===== src/rtl/div_pkg.sv =====
// Shared definitions for the sequential restoring divider: FSM states,
// default divisor width and iteration-counter sizing.
package div_pkg;

    localparam int DW_DEF = 8;

    typedef enum logic [1:0] {
        IDLE = 2'd0,
        CALC = 2'd1,
        DONE = 2'd2
    } state_t;

    // One extra bit beyond the iteration count keeps the terminal value representable.
    function automatic int cnt_width(input int dw);
        return $clog2(2 * dw) + 1;
    endfunction

    localparam int CNT_W_DEF = $clog2(2 * DW_DEF) + 1;

endpackage


===== src/rtl/div_step.sv =====
// One restoring-division step: shift {partial remainder, dividend} left by one,
// conditionally subtract the divisor and shift the quotient bit in at the LSB.
module div_step
    import div_pkg::*;
#(
    parameter int DW = DW_DEF
) (
    input  logic [DW:0]     prem,
    input  logic [2*DW-1:0] dvd,
    input  logic [DW-1:0]   dsr,
    output logic [DW:0]     prem_next,
    output logic [2*DW-1:0] dvd_next
);

    logic [DW:0] shifted_s;
    logic        ge_s;

    // Compare/subtract; a set top bit of prem already exceeds any divisor.
    always_comb begin
        shifted_s = {prem[DW-1:0], dvd[2*DW-1]};
        ge_s      = prem[DW] | (shifted_s >= {1'b0, dsr});
        if (ge_s) begin
            prem_next = shifted_s - {1'b0, dsr};
        end else begin
            prem_next = shifted_s;
        end
        dvd_next = {dvd[2*DW-2:0], ge_s};
    end

endmodule


===== src/rtl/seq_div_16by8.sv =====
// Sequential 2*DW / DW unsigned divider: one restoring step per clock in CALC,
// with registered results, a one-cycle done pulse and divide-by-zero flagging.
module seq_div_16by8
    import div_pkg::*;
#(
    parameter int DW = DW_DEF
) (
    input  logic            clk,
    input  logic            rst_n,
    input  logic            start,
    input  logic [2*DW-1:0] dividend,
    input  logic [DW-1:0]   divisor,
    output logic [2*DW-1:0] quotient,
    output logic [DW-1:0]   remainder,
    output logic            busy,
    output logic            done,
    output logic            div_zero
);

    localparam int CNT_W = cnt_width(DW);
    localparam logic [CNT_W-1:0] LAST_CNT = CNT_W'(2 * DW - 1);

    state_t            state_r, state_s;
    logic [CNT_W-1:0]  cnt_r, cnt_s;
    logic [DW:0]       prem_r, prem_s;
    logic [2*DW-1:0]   dvd_r, dvd_s;
    logic [DW-1:0]     dsr_r, dsr_s;
    logic [2*DW-1:0]   quotient_r, quotient_s;
    logic [DW-1:0]     remainder_r, remainder_s;
    logic              busy_r, busy_s;
    logic              done_r, done_s;
    logic              div_zero_r, div_zero_s;
    logic [DW:0]       step_prem_s;
    logic [2*DW-1:0]   step_dvd_s;

    div_step #(.DW(DW)) u_step (
        .prem      (prem_r),
        .dvd       (dvd_r),
        .dsr       (dsr_r),
        .prem_next (step_prem_s),
        .dvd_next  (step_dvd_s)
    );

    // Next-state and next-output logic; every output is registered below.
    always_comb begin
        state_s     = state_r;
        cnt_s       = cnt_r;
        prem_s      = prem_r;
        dvd_s       = dvd_r;
        dsr_s       = dsr_r;
        quotient_s  = quotient_r;
        remainder_s = remainder_r;
        busy_s      = 1'b0;
        done_s      = 1'b0;
        div_zero_s  = div_zero_r;
        case (state_r)
            IDLE, DONE: begin
                if (start) begin
                    cnt_s  = '0;
                    prem_s = '0;
                    if (divisor == {DW{1'b0}}) begin
                        // Divide by zero skips iteration and reports at once.
                        state_s     = DONE;
                        quotient_s  = '1;
                        remainder_s = dividend[DW-1:0];
                        div_zero_s  = 1'b1;
                        done_s      = 1'b1;
                    end else begin
                        state_s    = CALC;
                        dvd_s      = dividend;
                        dsr_s      = divisor;
                        div_zero_s = 1'b0;
                        busy_s     = 1'b1;
                    end
                end else begin
                    state_s = IDLE;
                end
            end
            CALC: begin
                prem_s = step_prem_s;
                dvd_s  = step_dvd_s;
                cnt_s  = cnt_r + CNT_W'(1);
                if (cnt_r == LAST_CNT) begin
                    state_s     = DONE;
                    quotient_s  = step_dvd_s;
                    remainder_s = step_prem_s[DW-1:0];
                    done_s      = 1'b1;
                end else begin
                    busy_s = 1'b1;
                end
            end
            default: begin
                state_s = IDLE;
            end
        endcase
    end

    // State, datapath and output registers.
    always_ff @(posedge clk or negedge rst_n) begin
        if (!rst_n) begin
            state_r     <= IDLE;
            cnt_r       <= '0;
            prem_r      <= '0;
            dvd_r       <= '0;
            dsr_r       <= '0;
            quotient_r  <= '0;
            remainder_r <= '0;
            busy_r      <= 1'b0;
            done_r      <= 1'b0;
            div_zero_r  <= 1'b0;
        end else begin
            state_r     <= state_s;
            cnt_r       <= cnt_s;
            prem_r      <= prem_s;
            dvd_r       <= dvd_s;
            dsr_r       <= dsr_s;
            quotient_r  <= quotient_s;
            remainder_r <= remainder_s;
            busy_r      <= busy_s;
            done_r      <= done_s;
            div_zero_r  <= div_zero_s;
        end
    end

    assign quotient  = quotient_r;
    assign remainder = remainder_r;
    assign busy      = busy_r;
    assign done      = done_r;
    assign div_zero  = div_zero_r;

endmodule


===== config.mk =====
export PLATFORM = sky130hd
export DESIGN_NAME = seq_div_16by8
export DESIGN_NICKNAME = d
export VERILOG_FILES = /design/src/rtl/div_pkg.sv /design/src/rtl/div_step.sv /design/src/rtl/seq_div_16by8.sv
export SDC_FILE = /design/constraint.sdc
export NUM_CORES = 1
export LEC_CHECK = 0
export CAP_MARGIN = 20
export CELL_PAD_IN_SITES_DETAIL_PLACEMENT = 0
export CELL_PAD_IN_SITES_GLOBAL_PLACEMENT = 1
export CORE_MARGIN = 2
export CORE_UTILIZATION = 44
export DETAILED_ROUTE_END_ITERATION = 12
export PLACE_DENSITY_LB_ADDON = 0.1
export SKIP_LAST_GASP = 1
export SLEW_MARGIN = 30
export SYNTH_ARGS = -nofsm -noshare
export SYNTH_HDL_FRONTEND = slang
export SYNTH_SLANG_ARGS = --single-unit

===== constraint.sdc =====
create_clock -name clk -period 6.1 [get_ports clk]
set_input_delay 1.22 -clock clk [delete_from_list [all_inputs] [get_ports clk]]
set_output_delay 1.22 -clock clk [all_outputs]
set_load 0.005 [all_outputs]

[Word level (Yosys, flattened, before mapping)]
Index checks and enable logic that the tools add are counted.
Widths: inputs -> output; s select.
Cells by class
  multiplexer cells: 28
  reduce and logical (&&, ||, !) cells: 9
  $add $sub $neg: 2
  equal/unequal tests: 7
  bitwise operators: 2
  order comparisons: 1
Operators with widths (count)
  $mux 16: 5
  $pmux 16 s2: 2
  $mux 8: 3
  $mux 9: 2
  $pmux 9 s2: 1
  $pmux 8 s2: 1
  $pmux 5 s2: 1
  $ge 9x8->1: 1
  $sub 9x8->9: 1
  $logic_not 8->1: 1
  $ne 2x2->1 const B: 4
  $mux 1: 6
  $mux 2: 3
  $reduce_and 3->1: 2
  $add 5x1->5 const B: 1
  $eq 5x4->1 const B: 1
  $mux 5: 1
  $pmux 1 s2: 2
  $pmux 2 s2: 1
  $reduce_and 2->1: 2
  $reduce_and 4->1: 1
  $eq 2x1->1 const B: 1
  $eq 2x2->1 const B: 1
  $logic_not 2->1: 1
  4 further kinds: 4
Word-level totals
  register bits after elaboration: 67
  output and inout bits: 27
  bits of input ports: 27
  word-level logic and storage cells: 59

[Longest topological paths before layout]
  word-level depth: 5
  gate-level depth with buffers: 9
  mapped depth without buffers: 9

[Cells and area by module]
From an unflattened synthesis, not the netlist that was laid out.
Second synthesis, totals
  cells, all modules: 317
  area, all modules: 3515.9 um^2
By module, submodules not included
  seq_div_16by8: instances 1, cells an instance 226, sequential area each 1676.6 um^2, area an instance 2860.2 um^2
  div_step: instances 1, cells an instance 91, sequential area each 0.0 um^2, area an instance 655.6 um^2

[Worst setup path after synthesis]
OpenSTA, ideal clock, no wires.
  path type: input port to flip-flop
  start point: input divisor[5]
  end point: register remainder_r[2], in the netlist remainder[2]
  slack: 3686 ps
  path buffers: 0
  stages: 5
  arrival time: 2288 ps
  required time: 5974 ps
  library setup time: 126 ps
  cell sequence: nor4_2 > nand3_2 > a21oi_1 > a21oi_1 > o32a_1
On the way
  cells in the longest elaborated chain, start to end: 3
Ends and longest elaborated chain
  start, declared: line seq_div_16by8.sv:12  | input logic [DW-1:0] divisor,
  $logic_not 8->1: line seq_div_16by8.sv:61  | if (divisor == {DW{1'b0}}) begin
  $ne 2x2->1 (no source line)
  $reduce_and 4->1 (no source line)
  end signal, assigned: line seq_div_16by8.sv:118  | remainder_r <= remainder_s;
  end, declared: line seq_div_16by8.sv:29  | logic [DW-1:0] remainder_r, remainder_s;
No other way between the ends.
A chain may end at the register's enable or synchronous reset.

[Worst setup path after layout]
  start point: input start
  end point: register remainder_r[7], in the netlist remainder[7]
On the way
  cells in the longest elaborated chain, start to end: 2
Ends and longest elaborated chain
  start, declared: line seq_div_16by8.sv:10  | input logic start,
  $ne 2x2->1 (no source line)
  $reduce_and 4->1 (no source line)
No other way between the ends.

==> summary.txt <==
Outcome
  – Status: complete, no violations

Yosys
  – Syn nets: 401
  – Combinational family with the most area after synthesis: simple AND/OR/NAND/NOR gates
  – Leading area contributor after synthesis: dfrtp_1
  – Post-synthesis compound-gate area fraction: 19.4%
  – Mux cell area share after synthesis: 0%
  – Netlist Area Pre-Place: 0.00332 mm^2
  – Seq cells post-synth: 67
  – Synth area leaders: dfrtp_1 (51%), nand2_1 (6.8%), nor2_1 (6.3%), a31oi_1 (4.1%), ha_1 (3.8%)
  – Post-synthesis simple-gate area fraction: 20.9%
  – Xor/xnor cell area share of the yosys netlist: 1.06%
  – Top-count cell post-synth: dfrtp_1
  – Synth Warn #: 0
  – Mean Syn Cell Area: 9.14 um^2
  – Cells after Synth: 363
  – Synth unique cells: 50
  – Post-synth ARST share: 100%
  – Top post-synthesis cells by count: dfrtp_1 (67), nand2_1 (60), nor2_1 (56)
  – Post-synth EDFFs: 0
  – Synth top area share: 50.5%
  – Sequential element share of the synthesized area: 50.5%
  – Synth Area in Adders: 4.38%
  – Top FF cell, synth: dfrtp_1

Worst setup path
  – Reg2reg start: cnt_r[0]
  – Worst R2R Path Depth: 6
  – Max stage delay on crit path: 600 ps
  – CP max FO: 28
  – R2r endpoint: remainder[7]
  – Required @ worst endpoint: 6320 ps
  – CP Launch Type: input port
  – Family with the most delay on the worst path: simple AND/OR/NAND/NOR gates
  – Reg-to-reg slack, setup: 3550 ps
  – Critical path class: input port to flip-flop
  – Critical path cell sequence: clkdlybuf4s50_1 > nor2b_1 > nand3_2 > nand2_2 > nand2_1 > o22a_1
  – Worst setup EP type: flip-flop
  – CP Data Arrival Time: 3410 ps
  – Slowest cell on the critical path: nor2b_1
  – Buffers and inverters on the worst path: 1

Floorplanning
  – Die H: 90.8 um
  – Initial Util: 45.5%
  – IO Count: 54
  – Core footprint: 0.00729 mm^2
  – Die area: 0.00825 mm^2
  – Row count: 31
  – Die width: 90.8 um

Timing
  – Fin crit share: 52.3%
  – Clk_skew: 8.67 ps
  – Worst Tran Pin Value: 949 ps
  – Worst slew margin: 36.5%
  – Setup TNS: 0 ps
  – Fmax: 314 MHz
  – Max-slew violations: 0
  – Final min period: 3190 ps
  – Final setup vio count: 0
  – Final Hold Viols: 0
  – RSZ-0062 raised after global routing: no

CTS
  – Clock Tree Buf Depth: 2
  – Root Buffer: clkbuf_8
  – Clk slew on worst S/H paths: 80 ps
  – Post-cts gate resize count: 0
  – CTS Buf Count: 9
  – Post-CTS Setup Bufs: 0
  – CTS tree: built
  – H-tree Lvls: 3
  – CTS Hold Bufs: 0
  – Sinks on the clock net: 67
  – Clock Latency Late Sink: 340 ps

Drt
  – Post-route ant nets: 0
  – Drt first pass iters: 5
  – Initial DRC count: 198
  – Residual DRC count: 0
  – WL final: 8280 um
  – Routed via count: 2779
  – Via-per-instance ratio: 5.38
  – Avg WL per Cell: 16.0 um

Power and ir drop
  – Power per cell area: 528 mW/mm^2
  – VDD IR max: 0.275 mV
  – Leak: 1.68 nW
  – Overall power: 2.15 mW

Final layout
  – # diodes: 0
  – Area grow syn2layout: 22.9%
  – Share of layout cells above drive strength 1: 7.42%
  – Util after Layout: 55.9%
  – Fin nets: 452

GRT
  – Vias in the first global route: 2789
  – GRT Total Usage: 21.5%
  – First-pass GRT wire length: 14000 um
  – Largest net degree at the start of global routing: 68
  – Initial antenna violation count: 0
  – GRT overflow: 0

Hold path
  – Hold/Removal Path Class: flip-flop to flip-flop
  – Hold path start: cnt_r[4]
  – Hold path cells: 2
  – Worst Hold End: cnt_r[4]

Flow run
  – Max cap viols: 0

Placed design
  – I/O Buffers: 53
  – RePlAce Congestion: 0.847
  – DPL Wire Length: 5800 um
==> stage by stage <==
stage | cell area [um^2] | setup WS (ps) | cells | hold WS (ps)
3_5_place_dp | 3920 | 2580 | 502 | 471
4_1_cts | 4080 | 2930 | 517 | 488
5_1_grt | 4080 | 2630 | 517 | 509
2_1_floorplan | 3320 | 3690 | 363 | 449
3_3_place_gp | 3920 | 2660 | 502 | 461
6_report | 4080 | 2910 | 517 | 486
==> metal layers <==
metal | track usage, % | vias up | part of all wire, %
met5 | 0 | - | 0
met4 | 7.07 | 0 | 1.1
met3 | 3.76 | 7 | 4.1
met2 | 32.5 | 64 | 45
met1 | 31.4 | 1332 | 50
li1 | - | 1376 | -
==> cells in the final DEF, fill, tap and decap left out, drive strengths merged, types with 2 or more instances in the layout <==
| cell type | n |
|---|---|
| a31oi | 22 |
| o211ai | 5 |
| nand2 | 62 |
| nand2b | 3 |
| nor2b | 3 |
| nor3b | 2 |
| xor2 | 2 |
| o21ai | 26 |
| a21o | 2 |
| nand3 | 7 |
| nor4 | 2 |
| clkdlybuf4s50 | 52 |
| o31ai | 2 |
| xnor2 | 2 |
| o2111ai | 2 |
| clkinv | 4 |
| nor3 | 2 |
| clkbuf | 10 |
| dfrtp | 67 |
| nor2 | 56 |
| inv | 12 |
| nand4 | 7 |
| and2 | 6 |
| buf | 5 |
| ha | 10 |
| a21oi | 24 |
| a211oi | 4 |
==> logic make-up after synthesis <==
group	Yosys count
buf+inv	29
compound gates	98
fa+ha+maj	11
simple gates	154
xor+xnor	4
flops	67
==> sequential cells by signal, indices dropped and copies added, names as in the netlist <==
name / flops
remainder: 8
div_zero: 1
cnt_r: 5
busy: 1
dvd_r: 16
done: 1
dsr_r: 8
quotient: 16
prem_r: 9
state_r: 2
==> worst reg2reg max path: stages, from the launching register on <==
cell,delay [ps]
dfrtp_1,420
ha_1,230
and3_1,160
ha_1,260
nand2_1,520
nand2_2,500
o22a_1,350
==> worst max path at each step <==
| stage | start | to | slack [ps] | depth (start not counted) |
|---|---|---|---|---|
| 6_report | start | remainder[7] | 2910 | 6 |
| 3_3_place_gp | start | remainder[7] | 2660 | 6 |
| 3_5_place_dp | start | remainder[6] | 2580 | 6 |
| 2_1_floorplan | divisor[5] | remainder[2] | 3690 | 5 |
| 4_1_cts | start | remainder[7] | 2930 | 6 |
| 5_1_grt | start | remainder[6] | 2630 | 6 |
==> power by group <==
group / internal [mW] / leakage [nW] / switching (mW)
sequential: 0.611 / 0.721 / 0.110
clock: 0.144 / 0.0819 / 0.175
combinational: 0.468 / 0.880 / 0.646
total: 1.22 / 1.68 / 0.930
==> layout make-up <==
class,count,area (um^2)
fill,726,3220
multi-input combinational,267,1520
inverter,12,45.0
tap,99,124
sequential,67,1680
timing repair buffer,57,556
clock inverter,5,31.3
clock buffer,10,128
Note: power is estimated with default switching activity, not from simulation.
